[config.mk]
export PLATFORM = sky130hd
export DESIGN_NAME = seg7_stat_display
export DESIGN_NICKNAME = d
export VERILOG_FILES = /design/src/rtl/seg7_stat_display_pkg.sv /design/src/rtl/seg7_stat_display_hex_to_seg7.sv /design/src/rtl/seg7_stat_display.sv
export SDC_FILE = /design/constraint.sdc
export NUM_CORES = 1
export LEC_CHECK = 0
export ABC_AREA = 0
export CORE_ASPECT_RATIO = 1.4
export CORE_UTILIZATION = 43
export CTS_BUF_LIST = sky130_fd_sc_hd__clkbuf_16
export CTS_CLUSTER_DIAMETER = 120
export DETAILED_ROUTE_END_ITERATION = 10
export GPL_ROUTABILITY_DRIVEN = 0
export PLACE_DENSITY_LB_ADDON = 0.25
export SYNTH_ARGS = -nofsm -noshare
export SYNTH_HDL_FRONTEND = slang
export SYNTH_SLANG_ARGS = --single-unit
[constraint.sdc]
create_clock -name clk -period 2.8 [get_ports clk]
set_clock_uncertainty 0.2 [all_clocks]
set_input_delay 0.56 -clock clk [delete_from_list [all_inputs] [get_ports clk]]
set_output_delay 0.56 -clock clk [all_outputs]
set_load 0.01 [all_outputs]
[src/rtl/seg7_stat_display_pkg.sv]
// Shared constants for the eight-digit statistics display: source selects
// and active-low seven-segment patterns.
package seg7_pkg;

  typedef enum logic [2:0] {
    SEL_SYSCALL = 3'd0,
    SEL_ALL     = 3'd1,
    SEL_BRANCH  = 3'd2,
    SEL_SUC     = 3'd3,
    SEL_JUMP    = 3'd4
  } sel_e;

  localparam logic [7:0] SEG_BLANK = 8'hFF;

  // Entry n is the active-low pattern for hex digit n; dp (bit 7) stays off.
  localparam logic [15:0][7:0] SEG_LUT = {
    8'h8E, 8'h86, 8'hA1, 8'hC6, 8'h83, 8'h88, 8'h90, 8'h80,
    8'hF8, 8'h82, 8'h92, 8'h99, 8'hB0, 8'hA4, 8'hF9, 8'hC0
  };

endpackage

[src/rtl/seg7_stat_display_hex_to_seg7.sv]
// Combinational hex nibble to active-low seven-segment pattern.
module hex_to_seg7
  import seg7_pkg::*;
(
  input  logic [3:0] i_hex,
  output logic [7:0] o_seg
);

  assign o_seg = SEG_LUT[i_hex];

endmodule

[src/rtl/seg7_stat_display.sv]
// Eight-digit multiplexed hex display of the CPU syscall register or one of
// the statistics counters, frozen per frame so every digit shows one value.
module seg7_stat_display
  import seg7_pkg::*;
#(
  parameter int unsigned REFRESH_DIV = 100000,
  parameter bit          BLANK_LZ    = 1'b0
) (
  input  logic        clk,
  input  logic        rst,
  input  logic [2:0]  sel,
  input  logic [31:0] syscall_out,
  input  logic [31:0] t_all,
  input  logic [31:0] t_branch,
  input  logic [31:0] t_suc,
  input  logic [31:0] t_jump,
  output logic [7:0]  SEG,
  output logic [7:0]  AN
);

  localparam int unsigned     PW   = (REFRESH_DIV > 2) ? $clog2(REFRESH_DIV) : 1;
  localparam logic [PW-1:0]   PMAX = PW'(REFRESH_DIV - 1);

  logic [PW-1:0] r_pcnt;
  logic [2:0]    r_idx;
  logic [31:0]   r_snap;
  logic          r_snap_blank;
  logic [7:0]    r_nz;
  logic [2:0]    r_sel_q;
  logic          r_load_pend;

  logic          w_tick;
  logic          w_load;
  logic [31:0]   w_src;
  logic          w_src_blank;
  logic [7:0]    w_nz;
  logic [3:0]    w_nib;
  logic [7:0]    w_seg;
  logic          w_suppress;

  assign w_tick = (r_pcnt == PMAX);
  assign w_load = (w_tick && (r_idx == 3'd7)) || (sel != r_sel_q) || r_load_pend;

  always_comb begin
    w_src       = '0;
    w_src_blank = 1'b0;
    case (sel)
      SEL_SYSCALL: w_src = syscall_out;
      SEL_ALL:     w_src = t_all;
      SEL_BRANCH:  w_src = t_branch;
      SEL_SUC:     w_src = t_suc;
      SEL_JUMP:    w_src = t_jump;
      default:     w_src_blank = 1'b1;
    endcase
  end

  // Bit i: some nibble at position >= i is nonzero.
  always_comb begin
    w_nz = '0;
    for (int unsigned i = 0; i < 8; i++) begin
      w_nz[i] = |(w_src >> (4 * i));
    end
  end

  // The prescaler idles during the post-reset load cycle so the first digit,
  // like every other, is shown for the full REFRESH_DIV cycles.
  always_ff @(posedge clk) begin
    if (rst) begin
      r_pcnt       <= '0;
      r_idx        <= '0;
      r_snap       <= '0;
      r_snap_blank <= 1'b1;
      r_nz         <= '0;
      r_sel_q      <= '0;
      r_load_pend  <= 1'b1;
    end else begin
      r_sel_q <= sel;
      if (!r_load_pend) begin
        r_pcnt <= w_tick ? '0 : r_pcnt + 1'b1;
        if (w_tick) r_idx <= r_idx + 3'd1;
      end
      if (w_load) begin
        r_snap       <= w_src;
        r_snap_blank <= w_src_blank;
        r_nz         <= w_nz;
        r_load_pend  <= 1'b0;
      end
    end
  end

  assign w_nib      = r_snap[{r_idx, 2'b00} +: 4];
  assign w_suppress = r_snap_blank || (BLANK_LZ && (r_idx != 3'd0) && !r_nz[r_idx]);

  hex_to_seg7 u_hex (
    .i_hex (w_nib),
    .o_seg (w_seg)
  );

  always_ff @(posedge clk) begin
    if (rst || w_suppress) begin
      SEG <= SEG_BLANK;
      AN  <= '1;
    end else begin
      SEG <= w_seg;
      AN  <= ~(8'd1 << r_idx);
    end
  end

endmodule

# Word-level counts from Yosys, hierarchy flattened
# Memories as Yosys holds them, arrays and structs flattened. A register that Yosys moved wholly into a read port is not among the register bits.
# Index checks and enable logic that the tools add are counted.
[word_totals]
register_bits = 65
latch_bits = 0
ramBits = 0
rom_bits = 128
out_inout_bits = 16
memories = 1
[mem_list]
columns = ["memory", "words", "width", "rd", "rd_clocked_by_memory_dff", "wr", "line_no", "source"]
rows = [
  ["(name not given)", 16, 8, 1, 1, 0, "seg7_stat_display_hex_to_seg7.sv:9", "assign o_seg = SEG_LUT[i_hex];"],
]
[op_classes]
n_addsub = 2
n_mul = 0
div = 0
n_lt_le_gt_ge = 0
eq_ne = 7
shifts = 2
muxes = 3
bitwise_logic = 2
reduce_logical = 7
[ops]
columns = ["cell", "count"]
rows = [
  ["32-bit one-hot mux with 5 select lines", 1],
  ["32-bit by 6-bit variable part select with 4-bit output", 1],
  ["17-bit by 1-bit adder with 17-bit output (second input constant)", 1],
  ["17-bit == test (second input constant)", 1],
  ["17-bit two-way mux", 1],
  ["8-bit inverter", 1],
  ["1-bit by 3-bit << shifter with 8-bit output (first input constant)", 1],
  ["3-bit by 2-bit == test with 1-bit output (second input constant)", 2],
  ["3-bit == test (second input constant)", 2],
  ["5-bit OR reduction", 1],
  ["3-bit by 1-bit adder with 3-bit output (second input constant)", 1],
  ["3-bit by 1-bit == test with 1-bit output (second input constant)", 1],
  ["3-bit zero test", 1],
  ["1-bit logical OR", 3],
  ["3-bit != test", 1],
  ["2-bit AND reduction", 1],
  ["1-bit logical AND", 1],
  ["1-bit two-way mux", 1],
  ["1-bit inverter", 1],
]

# Depth between registers and ports, before layout
[logic_depth]
ltp_word = 4
depth_mapped = 9

# By module
# Synthesis repeated with hierarchy kept, for this count alone.
[hier_totals]
hier_cells = 508
area_unflattened_um2 = 4737.0
[modules_own_cells]
columns = ["mod", "n_inst", "cells_per_inst", "area_each_um2"]
rows = [
  ["seg7_stat_display", 1, 474, 4450.5],
  ["hex_to_seg7", 1, 34, 286.5],
]

# Worst setup path after synthesis
# OpenSTA, ideal clock, no wires.
[synth_path]
kind = "register to register"
start = "reg r_idx[0]"
end = "reg SEG[3]"
setup_time_ps = 137
t_arrival_ps = 2178
t_required_ps = 2463
slack_ps = 285
stages_incl_launch_ff = 10
period_less_slack_ps = 2515
cell_sequence = "dfxtp_1 > buf_6 > mux4_2 > mux2i_1 > inv_1 > ha_1 > inv_1 > nor3_1 > a2111oi_0 > a31oi_1"
[synth_via]
elab_chain_cells = 1
[synth_lines]
columns = ["element", "line_no", "source"]
rows = [
  ["start: declaration", "seg7_stat_display.sv:25", "logic [2:0] r_idx;"],
  ["start signal: assignment", "seg7_stat_display.sv:80", "if (w_tick) r_idx <= r_idx + 3'd1;"],
  ["32-bit by 6-bit variable part select with 4-bit output", "seg7_stat_display.sv:91", "assign w_nib = r_snap[{r_idx, 2'b00} +: 4];"],
  ["end: declaration", "seg7_stat_display.sv:17", "output logic [7:0] SEG,"],
]
# No other way between the ends.
# A chain may end at the register's enable or synchronous reset.

# Final worst setup path
# Same ends and word-level chain as after synthesis.

==> results <==
- The run finished with clean final reports.
- The worst hold path belongs to the class reg -> reg.
- Sequential cells account for 38.3% of the total power.
- The post-layout minimum cycle time is 2.63 ns.
- The initial utilization of the core area, before any placement, comes to 44.9%.
- The row count is 42.
- The number of clock sinks is 72.
- By startpoint and endpoint, the worst setup path is classified as reg -> reg.
- The final wirelength is 12.4 mm.
- The total I/O pin count is 181.
- The number of synthesized flops with an enable pin is 0.
- Ranked by total cell area, the synthesized netlist is headed by sky130_fd_sc_hd__dfxtp_1, sky130_fd_sc_hd__mux2i_1, sky130_fd_sc_hd__a221o_1.
- The post-CTS clock slew at the launch and capture registers of the worst setup and hold paths is 0.06 ns.
- The width of the chip is 86.4 um.
- The clock network accounts for 42.1% of the total power.
- After synthesis, the netlist uses 47 different library cells.
- The die area is 10400 um^2.
- The most common cell in the netlist is sky130_fd_sc_hd__dfxtp_1.
- Summed over all instances, the cell type with the most area after synthesis is sky130_fd_sc_hd__dfxtp_1.
- The insertion delay to the later sink of the worst-skew pair is 0.34 ns.
- The count of hold buffers inserted by post-cts repair is 0.
- The arrival time of data at the critical path endpoint is 2.63 ns.
- The pin count of the biggest net entering global routing is 67.
- The switching part of the total power is 22.7%.
- The worst setup path is captured at a flop.
- The via count of the first global-routing pass was 4236.
- STA classifies the critical path startpoint as a flop.
- The highest clock rate is 0.380 GHz.
- For this design the static power due to leakage is 2.50 nW.
- The count of port buffers added during placement is 179.
- In this run the worst path has a maximum fanout of 6.
- The first detailed-routing pass ran for 4 iterations.
- The remaining antenna violation count after routing is 0.
- For this run, asynchronously set or reset flops after synthesis account for 0%.
- The synthesis-stage register bit count is 72.
- For this design the total switching power over the nets is 0.000644 W.
- The power per cell area is 432 nW/um^2.
- The first global-routing pass estimated 19.8 mm of wire.
- Data on the critical path is required at its endpoint by 2.80 ns.
- The count of endpoints failing setup in the final report is 0.
- The final period utilization is 94.0%.
- TritonCTS created 9 clock buffers.
- Clock tree synthesis selected as its root buffer the cell sky130_fd_sc_hd__clkbuf_16.
- The post-placement cell count is 730.
- The relative area change from synthesis to final layout is 52.9%.
- Measured against its own limit, the worst slew margin works out to 64.5%.
- Dividing the detail-routed wire length by the instance count gives 16.6 um.
- In this run the number of H-tree levels came out at 3.
- The final hold violation count was 0.
- The number of gates resized after CTS was 0.
- The height of the chip is 120 um.
- Cells with a size suffix above 1 make up 13.7% of the layout.
- The post-synth net total is 619.
- The final non-filler cell total is 746.
- After synthesis, the mean cell area works out to 9.71 um^2.
- In this run, the number of DRC markers left after iteration 0 of detailed routing was 195.
- The worst hold margin is 0.313 ns.
- The area share of the leading cell type in the synthesized netlist is 33.6%.
- The maximum number of buffers from clock root to sink is 2.
- Detailed placement ended at an HPWL of 9.56 mm.
- Ranked by instance count, the synthesized netlist is headed by sky130_fd_sc_hd__dfxtp_1, sky130_fd_sc_hd__mux2i_1, sky130_fd_sc_hd__nor3b_1.
- After detailed routing, the number of remaining DRC violations is 0.
- The CTS tree is done.
- The number of buffers inserted to repair setup after CTS is 0.
- Global routing finished with a remaining overflow of 0.
- The cell area that synthesis handed to floorplanning was 4290 um^2.
- The number of antenna violations at the first check in global routing is 0.
- After the last flow step, the layout net total stands at 786.
- The count of yosys warnings during synthesis is 0.
- The region available for standard cell placement spans 9560 um^2.
- After synthesis, flip-flops and latches occupy 33.6% of the total area.
- Setup repair after global routing left no endpoint under its margin.
- The average via count per standard cell is 5.54.
- Per report_power, the combinational group accounts for 19.6% of the total.
- The number of antenna cells inserted is 0.
- The final route contains 4132 vias.
- Setup total negative slack on the finished layout was measured at 0 ns.
- Among all flip-flop cells after synthesis, the most frequent one is sky130_fd_sc_hd__dfxtp_1.
- In the synthesized netlist, the number of instances is 442.
- The worst supply voltage drop on vdd is 211 uV.
- The total global-route track usage is 25.0%.
- Internal power comes to 0.00219 W.
- The count of final max-slew check failures is 0.
- The reported max-cap violation count is 0.
- The slew at the pin with the worst max-slew slack is 0.532 ns.
[worst paths after layout]
| path | startpoint | cells past startpoint | end | slack (ns) |
|---|---|---|---|---|
| max | r_idx[0]$_SDFFE_PP0P_ | 8 | SEG[3]$_SDFF_PP1_ | 0.17 |
| min | r_snap[4]$_SDFFE_PP0P_ | 2 | r_snap[4]$_SDFFE_PP0P_ | 0.31 |
| max reg2reg | r_idx[0]$_SDFFE_PP0P_ | 8 | SEG[3]$_SDFF_PP1_ | 0.17 |
| min reg2reg | r_snap[4]$_SDFFE_PP0P_ | 2 | r_snap[4]$_SDFFE_PP0P_ | 0.31 |
[metrics by stage]
stage | cell area, um^2 | power [W] | util (%) | setup slack, ns
finish | 6570 | 0.00284 | 68.6 | 0.168
global route | 6570 | 0.00295 | 68.6 | 0.0486
CTS | 6570 | 0.00286 | 68.6 | 0.242
detailed placement | 6250 | 0.00166 | 65.4 | 0.0755
global placement | 6250 | 0.00165 | 65.4 | 0.119
floorplan | 4290 | 0.00135 | - | 0.285
[worst max-delay path: stages (launching register included)]
cell                        delay [ns]
sky130_fd_sc_hd__dfxtp_1          0.48
sky130_fd_sc_hd__mux4_2           0.55
sky130_fd_sc_hd__mux2i_1          0.22
sky130_fd_sc_hd__inv_1            0.11
sky130_fd_sc_hd__ha_1             0.25
sky130_fd_sc_hd__inv_1            0.09
sky130_fd_sc_hd__nor3_1           0.06
sky130_fd_sc_hd__a2111oi_0        0.46
sky130_fd_sc_hd__a31oi_1          0.08
[layout by cell type (no fill, tap or decap), types with 3 or more instances in the layout]
master / instances
sky130_fd_sc_hd__buf_12: 3
sky130_fd_sc_hd__a31o_1: 4
sky130_fd_sc_hd__mux2_2: 8
sky130_fd_sc_hd__clkdlybuf4s50_1: 178
sky130_fd_sc_hd__nor4_1: 3
sky130_fd_sc_hd__nand2_1: 18
sky130_fd_sc_hd__a31oi_1: 4
sky130_fd_sc_hd__nand3_1: 13
sky130_fd_sc_hd__xor2_1: 14
sky130_fd_sc_hd__a31o_2: 26
sky130_fd_sc_hd__nor2_1: 29
sky130_fd_sc_hd__dfxtp_1: 72
sky130_fd_sc_hd__xnor2_1: 6
sky130_fd_sc_hd__clkbuf_16: 9
sky130_fd_sc_hd__mux4_2: 8
sky130_fd_sc_hd__nor3b_1: 30
sky130_fd_sc_hd__a221o_1: 30
sky130_fd_sc_hd__nand2b_1: 7
sky130_fd_sc_hd__buf_4: 16
sky130_fd_sc_hd__mux2i_1: 36
sky130_fd_sc_hd__o2bb2ai_1: 30
sky130_fd_sc_hd__inv_1: 10
sky130_fd_sc_hd__nor3_1: 3
sky130_fd_sc_hd__ha_1: 12
sky130_fd_sc_hd__nor2b_1: 5
[cells by family (layout without fill, tap and decap cells)]
group                      Yosys count  count (layout)  share of synthesized area (%)
buffers and inverters               52             224                           5.36
adders and majority gates           12              12                           3.50
DFF                                 72              72                           33.6
other                                1               1                         0.0874
xor gates and xnor gates            20              20                           4.08
and+or+nand+nor                    122             122                           15.9
AOI/OAI and AO/OA                  111             111                           22.9
muxes                               52              52                           14.7
[power groups by stage]
stage	registers [W]	clock network [W]	logic, W
after floorplan	0.00110	0	0.000243
after global placement	0.00111	0	0.000547
after detailed placement	0.00111	0	0.000555
after CTS	0.00109	0.00122	0.000558
after global routing	0.00109	0.00126	0.000596
final	0.00109	0.00120	0.000556
[layout make-up]
class,instances,area [um^2]
well taps,132,165
multi-input cells,318,2640
inverters,10,37.5
clock inverters,7,87.6
fillers,788,3000
repair buffers,198,1970
clock buffers,9,225
flip-flops and latches,72,1440
[sequential cells by signal, indices dropped and copies added, names as in the netlist]
name and cells:
AN 8, SEG 7, r_idx 3, r_load_pend 1
r_pcnt 17, r_sel_q 3, r_snap 32, r_snap_blank 1
[metal layers]
layer  global-route usage (%)  part of all wire (%)  vias up
met4                     13.2                   3.6        0
met1                     26.9                    38     1913
li1                         -                     -     2014
met3                     4.30                   4.8       33
met2                     45.7                    53      172
met5                        0                     0        -
(Power assumes the default switching activity.)
